==> src/rtl/avr_pcint_pkg.sv <==
// Shared constants for the AVR pin-change interrupt block: default register
// addresses, group geometry and the data-memory/I-O address split helper.
package avr_pcint_pkg;

  localparam int NUM_GROUPS  = 3;
  localparam int GROUP_WIDTH = 8;

  localparam logic [15:0] PCICR_ADDR_DEF  = 16'h68;
  localparam logic [15:0] PCIFR_ADDR_DEF  = 16'h1B;
  localparam logic [15:0] PCMSK0_ADDR_DEF = 16'h6B;
  localparam logic [15:0] PCMSK1_ADDR_DEF = 16'h6C;
  localparam logic [15:0] PCMSK2_ADDR_DEF = 16'h6D;

  // Addresses at or above 0x60 live in data-memory space, the rest in I/O space.
  localparam logic [15:0] DM_BASE = 16'h0060;

  function automatic logic is_dm_addr(input logic [15:0] a);
    return (a >= DM_BASE);
  endfunction

endpackage

==> src/rtl/avr_pcint_if.sv <==
// CPU register bus as seen by the pin-change block: I/O and data-memory
// access strobes, write data and the read-data return path.
interface avr_pcint_if;
  logic       clken;
  logic [5:0] adr;
  logic       iore;
  logic       iowe;
  logic [7:0] ramadr;
  logic       ramre;
  logic       ramwe;
  logic       dm_sel;
  logic [7:0] dbus_in;
  logic [7:0] dbus_out;
  logic       io_out_en;

  modport master (
    output clken, adr, iore, iowe, ramadr, ramre, ramwe, dm_sel, dbus_in,
    input  dbus_out, io_out_en
  );

  modport slave (
    input  clken, adr, iore, iowe, ramadr, ramre, ramwe, dm_sel, dbus_in,
    output dbus_out, io_out_en
  );
endinterface

==> src/rtl/avr_pcint_edge.sv <==
// One pin-change group: two-flop synchronizer, previous-value register,
// per-bit masking and OR-reduction into a registered one-cycle group edge.
module avr_pcint_edge
  import avr_pcint_pkg::*;
(
  input  logic                   clk,
  input  logic                   rstn,
  input  logic [GROUP_WIDTH-1:0] pins,
  input  logic [GROUP_WIDTH-1:0] mask,
  input  logic                   arm,
  output logic                   group_edge
);

  logic [GROUP_WIDTH-1:0] sync_p0;
  logic [GROUP_WIDTH-1:0] sync_p1;
  logic [GROUP_WIDTH-1:0] prev_p2;
  logic                   grp_edge_p3;

  // Synchronize the raw pins, keep a one-cycle-old copy, and register the masked
  // change so the flag sets three edges after the pin is first sampled.
  always_ff @(posedge clk or negedge rstn) begin
    if (!rstn) begin
      sync_p0     <= '0;
      sync_p1     <= '0;
      prev_p2     <= '0;
      grp_edge_p3 <= 1'b0;
    end else begin
      // p0 -> p1: metastability filter
      sync_p0     <= pins;
      sync_p1     <= sync_p0;
      // p1 -> p2: previous value for edge detection
      prev_p2     <= sync_p1;
      // p2 -> p3: masked, armed group edge
      grp_edge_p3 <= arm & (|((sync_p1 ^ prev_p2) & mask));
    end
  end

  assign group_edge = grp_edge_p3;

endmodule

==> src/rtl/avr_pcint.sv <==
// AVR pin-change interrupt controller: bus decode for PCICR/PCIFR/PCMSKn,
// warm-up guard after reset, per-group flags and interrupt requests.
module avr_pcint
  import avr_pcint_pkg::*;
#(
  parameter logic [15:0] PCICR_ADDR  = PCICR_ADDR_DEF,
  parameter logic [15:0] PCIFR_ADDR  = PCIFR_ADDR_DEF,
  parameter logic [15:0] PCMSK0_ADDR = PCMSK0_ADDR_DEF,
  parameter logic [15:0] PCMSK1_ADDR = PCMSK1_ADDR_DEF,
  parameter logic [15:0] PCMSK2_ADDR = PCMSK2_ADDR_DEF
) (
  input  logic                                clk,
  input  logic                                rstn,
  avr_pcint_if.slave                          bus,
  input  logic [NUM_GROUPS*GROUP_WIDTH-1:0]   pcint_pins,
  output logic [NUM_GROUPS-1:0]               irq,
  input  logic [NUM_GROUPS-1:0]               irq_ack
);

  logic [NUM_GROUPS-1:0]                  pcie;
  logic [NUM_GROUPS-1:0]                  pcif;
  logic [NUM_GROUPS-1:0]                  pcif_nxt;
  logic [NUM_GROUPS-1:0][GROUP_WIDTH-1:0] pcmsk;
  logic [NUM_GROUPS-1:0]                  group_edge;
  logic [1:0]                             warm;
  logic                                   armed;

  logic                  rd_pcicr, rd_pcifr;
  logic                  wr_pcicr, wr_pcifr;
  logic [NUM_GROUPS-1:0] rd_msk, wr_msk;

  // Address match for one register, routed to the DM or I/O strobe set
  // depending on which space the register lives in.
  function automatic logic hit(input logic [15:0] a, input logic dm_sel,
                               input logic [7:0] ramadr, input logic ram_stb,
                               input logic [5:0] adr, input logic io_stb);
    if (is_dm_addr(a))
      return dm_sel && ram_stb && ({8'h00, ramadr} == a);
    else
      return io_stb && ({10'h000, adr} == a);
  endfunction

  assign rd_pcicr  = hit(PCICR_ADDR,  bus.dm_sel, bus.ramadr, bus.ramre, bus.adr, bus.iore);
  assign rd_pcifr  = hit(PCIFR_ADDR,  bus.dm_sel, bus.ramadr, bus.ramre, bus.adr, bus.iore);
  assign rd_msk[0] = hit(PCMSK0_ADDR, bus.dm_sel, bus.ramadr, bus.ramre, bus.adr, bus.iore);
  assign rd_msk[1] = hit(PCMSK1_ADDR, bus.dm_sel, bus.ramadr, bus.ramre, bus.adr, bus.iore);
  assign rd_msk[2] = hit(PCMSK2_ADDR, bus.dm_sel, bus.ramadr, bus.ramre, bus.adr, bus.iore);

  assign wr_pcicr  = bus.clken & hit(PCICR_ADDR,  bus.dm_sel, bus.ramadr, bus.ramwe, bus.adr, bus.iowe);
  assign wr_pcifr  = bus.clken & hit(PCIFR_ADDR,  bus.dm_sel, bus.ramadr, bus.ramwe, bus.adr, bus.iowe);
  assign wr_msk[0] = bus.clken & hit(PCMSK0_ADDR, bus.dm_sel, bus.ramadr, bus.ramwe, bus.adr, bus.iowe);
  assign wr_msk[1] = bus.clken & hit(PCMSK1_ADDR, bus.dm_sel, bus.ramadr, bus.ramwe, bus.adr, bus.iowe);
  assign wr_msk[2] = bus.clken & hit(PCMSK2_ADDR, bus.dm_sel, bus.ramadr, bus.ramwe, bus.adr, bus.iowe);

  // Warm-up counter: the synchronizer pipeline fills with the pin levels after
  // reset, and that fill must not look like a pin change.
  always_ff @(posedge clk or negedge rstn) begin
    if (!rstn)
      warm <= 2'd0;
    else if (warm != 2'd3)
      warm <= warm + 2'd1;
  end

  assign armed = (warm == 2'd3);

  genvar g;
  generate
    for (g = 0; g < NUM_GROUPS; g++) begin : g_grp
      avr_pcint_edge u_edge (
        .clk        (clk),
        .rstn       (rstn),
        .pins       (pcint_pins[g*GROUP_WIDTH +: GROUP_WIDTH]),
        .mask       (pcmsk[g]),
        .arm        (armed),
        .group_edge (group_edge[g])
      );
    end
  endgenerate

  // Enable and mask registers, loaded by qualified bus writes.
  always_ff @(posedge clk or negedge rstn) begin
    if (!rstn) begin
      pcie  <= '0;
      pcmsk <= '0;
    end else begin
      if (wr_pcicr)
        pcie <= bus.dbus_in[NUM_GROUPS-1:0];
      for (int i = 0; i < NUM_GROUPS; i++)
        if (wr_msk[i])
          pcmsk[i] <= bus.dbus_in;
    end
  end

  // Flag next state: a group edge sets, acknowledge or write-one clears, and a
  // simultaneous set beats the clear so no change is lost.
  always_comb begin
    pcif_nxt = pcif;
    for (int i = 0; i < NUM_GROUPS; i++) begin
      if (group_edge[i])
        pcif_nxt[i] = 1'b1;
      else if (irq_ack[i] || (wr_pcifr && bus.dbus_in[i]))
        pcif_nxt[i] = 1'b0;
    end
  end

  // Flag register.
  always_ff @(posedge clk or negedge rstn) begin
    if (!rstn)
      pcif <= '0;
    else
      pcif <= pcif_nxt;
  end

  assign irq = pcif & pcie;

  // Read-back: OR of every selected register; nothing selected reads zero.
  always_comb begin
    bus.dbus_out = 8'h00;
    if (rd_pcicr)  bus.dbus_out = bus.dbus_out | {5'b0, pcie};
    if (rd_pcifr)  bus.dbus_out = bus.dbus_out | {5'b0, pcif};
    for (int i = 0; i < NUM_GROUPS; i++)
      if (rd_msk[i]) bus.dbus_out = bus.dbus_out | pcmsk[i];
    bus.io_out_en = rd_pcicr | rd_pcifr | (|rd_msk);
  end

endmodule

==> src/flat_wrapper.sv <==
// flat-port wrapper written by rule: the top's interface ports become plain ports
module avr_pcint_flat import avr_pcint_pkg::*;
#(
  parameter logic [15:0] PCICR_ADDR  = PCICR_ADDR_DEF,
  parameter logic [15:0] PCIFR_ADDR  = PCIFR_ADDR_DEF,
  parameter logic [15:0] PCMSK0_ADDR = PCMSK0_ADDR_DEF,
  parameter logic [15:0] PCMSK1_ADDR = PCMSK1_ADDR_DEF,
  parameter logic [15:0] PCMSK2_ADDR = PCMSK2_ADDR_DEF
)
  (clk, rstn, pcint_pins, irq, irq_ack, bus_clken, bus_adr, bus_iore, bus_iowe, bus_ramadr, bus_ramre, bus_ramwe, bus_dm_sel, bus_dbus_in, bus_dbus_out, bus_io_out_en);
  avr_pcint_if bus_i ();
  input  logic clk;
  input  logic rstn;
  input  logic [NUM_GROUPS*GROUP_WIDTH-1:0] pcint_pins;
  output logic [NUM_GROUPS-1:0] irq;
  input  logic [NUM_GROUPS-1:0] irq_ack;
  input wire logic [$bits(bus_i.clken)-1:0] bus_clken;
  input wire logic [$bits(bus_i.adr)-1:0] bus_adr;
  input wire logic [$bits(bus_i.iore)-1:0] bus_iore;
  input wire logic [$bits(bus_i.iowe)-1:0] bus_iowe;
  input wire logic [$bits(bus_i.ramadr)-1:0] bus_ramadr;
  input wire logic [$bits(bus_i.ramre)-1:0] bus_ramre;
  input wire logic [$bits(bus_i.ramwe)-1:0] bus_ramwe;
  input wire logic [$bits(bus_i.dm_sel)-1:0] bus_dm_sel;
  input wire logic [$bits(bus_i.dbus_in)-1:0] bus_dbus_in;
  output wire logic [$bits(bus_i.dbus_out)-1:0] bus_dbus_out;
  output wire logic [$bits(bus_i.io_out_en)-1:0] bus_io_out_en;
  assign bus_i.clken = bus_clken;
  assign bus_i.adr = bus_adr;
  assign bus_i.iore = bus_iore;
  assign bus_i.iowe = bus_iowe;
  assign bus_i.ramadr = bus_ramadr;
  assign bus_i.ramre = bus_ramre;
  assign bus_i.ramwe = bus_ramwe;
  assign bus_i.dm_sel = bus_dm_sel;
  assign bus_i.dbus_in = bus_dbus_in;
  assign bus_dbus_out = bus_i.dbus_out;
  assign bus_io_out_en = bus_i.io_out_en;
  avr_pcint #(.PCICR_ADDR(PCICR_ADDR), .PCIFR_ADDR(PCIFR_ADDR), .PCMSK0_ADDR(PCMSK0_ADDR), .PCMSK1_ADDR(PCMSK1_ADDR), .PCMSK2_ADDR(PCMSK2_ADDR)) u_core (.clk(clk), .rstn(rstn), .bus(bus_i), .pcint_pins(pcint_pins), .irq(irq), .irq_ack(irq_ack));
endmodule
==> config.mk <==
export PLATFORM = sky130hd
export DESIGN_NAME = avr_pcint_flat
export DESIGN_NICKNAME = d
export VERILOG_FILES = /design/src/rtl/avr_pcint_pkg.sv /design/src/rtl/avr_pcint_if.sv /design/src/rtl/avr_pcint_edge.sv /design/src/rtl/avr_pcint.sv /design/src/flat_wrapper.sv
export SDC_FILE = /design/constraint.sdc
export NUM_CORES = 1
export LEC_CHECK = 0
export ABC_CLOCK_PERIOD_IN_PS = 3900
export BUFFER_PORTS_ARGS = -buffer_cell sky130_fd_sc_hd__buf_2
export CORE_MARGIN = 2
export CORE_UTILIZATION = 59
export CTS_CLUSTER_SIZE = 8
export DETAILED_ROUTE_END_ITERATION = 16
export PLACE_DENSITY = 0.84
export SLEW_MARGIN = 20
export SYNTH_ARGS = -nofsm -noshare
export SYNTH_HDL_FRONTEND = slang
export SYNTH_SLANG_ARGS = --single-unit
==> constraint.sdc <==
create_clock -name clk -period 3.9 [get_ports clk]
set_clock_uncertainty 0.1 [all_clocks]
set_input_delay 0.78 -clock clk [delete_from_list [all_inputs] [get_ports clk]]
set_output_delay 0.78 -clock clk [all_outputs]
set_load 0.01 [all_outputs]
==> metrics <==
vias in the first global route=2,440; hold crit path type=reg2reg; Vias/cell=around 5.6; clock network fraction of total power=0.326; Worst-path clk slew=roughly 0.10 ns; Ports=a little under 70; Iteration-0 DRC Markers=between 70 and 80; CP cell instances=buf_2 > nor4b_1 > nand3_1 > o2bb2ai_1 > buf_2; cells on worst reg2reg path=3; final hold vios=0; Post-CTS Hold Buffers=0; Fmax achieved=between 300 and 400 MHz; Vias=2,288; Syn Inst Count=244; syn avg cell area=roughly 16 sq um; Pins Over Slew Limit=0; antenna violations before repair=0; CTS tree=yes; Cell Area, Synth=0.003892 sq mm; CTS H-tree depth=3; Starting Density=0.6130; DRT Wirelength=7354 microns; TNS Setup=0 ns; Net Count, Synth=~300; chip width=85.23 microns; CP Class=in2out; Port Buffers=68; core box area=0.006350 sq mm; WP buf/inv=2; Max-Cap Viols=0; Reg power frac=0.617; TritonCTS Sinks=107; gr usage total=0.2263; largest net degree at the start of global routing=80; post-place setup slack=0.9884 ns; CP most frequent cell=buf_2; cell row count=29; synthesis-to-finish area growth=16.10%; Worst VDD drop=0.3852 mV; layout cells sized above 1=0.3811; crit path time final=2.923 ns; Netlist cell types=35; die area=0.007263 sq mm; critical path's top delay family=simple AND/OR/NAND/NOR gates; status=completed; Least-Margin Pin Slew=0.9400 ns; Resized Gates After CTS=0; drt pass-1 iters=4; period utilisation layout=0.7495; fill count=443; crit path DAT=2.04 ns; r2r setup slk=between 2 and 3 ns; ratio of total power to cell area=around 420 mW/mm^2; Worst path slowest cell=nor4b_1; Crit Path Max Fanout=5; commonest non-fill, non-tap cell in the layout=dfrtp_1; Routed WL per cell=around 18 microns; hold depth=0; internal power=approximately 1500 uW; relative slew slack=0.3699; dpl hpwl=around 5400 microns; switching pwr=roughly 470 uW; post-route ant nets=0; gpl congestion=0.8809; hold path start=u_core.g_grp[0].u_edge.sync_p0[1]$_DFF_PN0_; yosys warns=0; final worst setup slack=roughly 0.98 ns; register bit total from synthesis=107; reg2reg start=u_core.g_grp[0].u_edge.sync_p1[2]$_DFF_PN0_; Inserted Clock Buffers=9; FF-to-FF End=u_core.g_grp[0].u_edge.group_edge$_DFF_PN0_; Vert. Die Dim=85.23 microns; Max clock buf depth=2; sequential area share after synthesis=0.6879; final setup fails=0; n_diodes=0; most frequent cells in the layout=dfrtp_1, buf_2, mux2_2; Hold Slack=between 0.2 and 0.3 ns; grt ovf=0; leakage power total=roughly 0.0022 uW; DRC viols=0; Root Driver=clkbuf_8; first-pass GRT wire length=between 10,000 and 15,000 microns; Final #Nets=approximately 380; Hold Path Sink=u_core.g_grp[0].u_edge.sync_p1[1]$_DFF_PN0_; crit end category=primary output; Sw Ratio=0.2437; CP required=between 3 and 4 ns; CP peak stage delay=0.42 ns; Gate power share=0.057; CP startpoint kind=primary input; RSZ-0062 raised after global routing=false; post-CTS setup buffers=0; worst skew pair latency=around 0.37 ns
[routing by layer]
metal / up-vias / routed length [microns] / track usage
li1: 1035 / - / -
met1: 1158 / 3136 / 0.2965
met2: 78 / 3584 / 0.3622
met3: 17 / 449 / 0.07296
met4: 0 / 184 / 0.07648
met5: - / 0 / 0
[layout make-up]
class	instances	area, sq um	area share
clock buffers	10	127.6	0.02824
clock inverters	6	56.30	0.01246
multi-input cells	127	1170	0.2589
inverters	7	26.28	0.005814
repair buffers	71	365.4	0.08084
flip-flops and latches	107	2678	0.5925
well taps	77	96.34	0.02132
[how the worst max path moves through the flow]
stage	start	endpoint	slack [ns]	cells past startpoint
after global routing	bus_ramadr[1]	bus_dbus_out[3]	0.82	5
after global placement	bus_ramadr[0]	bus_dbus_out[1]	1.06	5
after CTS	bus_ramadr[1]	bus_dbus_out[3]	0.97	5
after floorplan	bus_ramadr[2]	bus_dbus_out[1]	1.28	4
after detailed placement	bus_ramadr[1]	bus_dbus_out[3]	0.99	5
final	bus_ramadr[1]	bus_dbus_out[3]	0.98	5
[registers in the layout, indices dropped and copies added, names as in the netlist]
register,count
u_core.g_grp.u_edge.prev_p2,24
u_core.g_grp.u_edge.sync_p0,24
u_core.g_grp.u_edge.sync_p1,24
u_core.pcmsk,24
u_core.g_grp.u_edge.group_edge,3
u_core.pcie,3
u_core.pcif,3
u_core.warm,2
[kinds of logic after synthesis]
| family | synth area share |
|---|---|
| mux | 0.1016 |
| buf+inv | 0.01157 |
| simple gates | 0.07618 |
| flops | 0.6879 |
| fa+ha+maj | 0.003214 |
| compound gates | 0.06333 |
| xor+xnor | 0.05625 |
[through the flow]
step	utilization	power, uW	area, sq um	instances
after detailed placement	0.6828	1316	4335	389
after global routing	0.7117	2003	4519	405
final	0.7117	1919	4519	405
after global placement	0.6828	1308	4335	389
after floorplan	-	1241	3892	244
after CTS	0.7117	1943	4519	405
[cell usage after synthesis]
cell       count  area share
nand4bb_1      1      0.0029
mux2_2        28       0.081
nand2_1        4      0.0039
nor3_2         1      0.0026
nor4_2         1      0.0032
or2_2          1      0.0016
nand4b_1       1      0.0023
mux2i_1        8       0.021
nor3_1         1      0.0013
nor2b_1        1      0.0016
a22oi_1       12       0.023
inv_1          7      0.0068
o211ai_1       1      0.0019
dfrtp_1      107        0.69
xor2_1        24       0.054
nand3_1        9       0.012
o221ai_1       3      0.0068
and2_1         4      0.0064
a2bb2oi_1      3      0.0068
or3_1          1      0.0016
a31o_2         3      0.0068
ha_1           1      0.0032
nor4_4         2       0.011
clkbuf_1       1     0.00096
buf_1          1     0.00096
a41oi_1        3      0.0068
and4b_1        2      0.0051
and4_1         1      0.0023
nand4b_4       2       0.012
and3b_1        1      0.0023
o2bb2ai_1      5       0.011
or2_4          1      0.0023
nor4b_1        1      0.0023
xnor2_1        1      0.0023
buf_6          1      0.0029
[power groups by stage]
stage	sequential [uW]	combinational [uW]	clock, uW
detailed placement	1210	111	0
finish	1180	110	626
global placement	1200	108	0
global route	1190	123	692
floorplan	1200	44.7	0
CTS	1180	112	647
(Power assumes the default switching activity.)
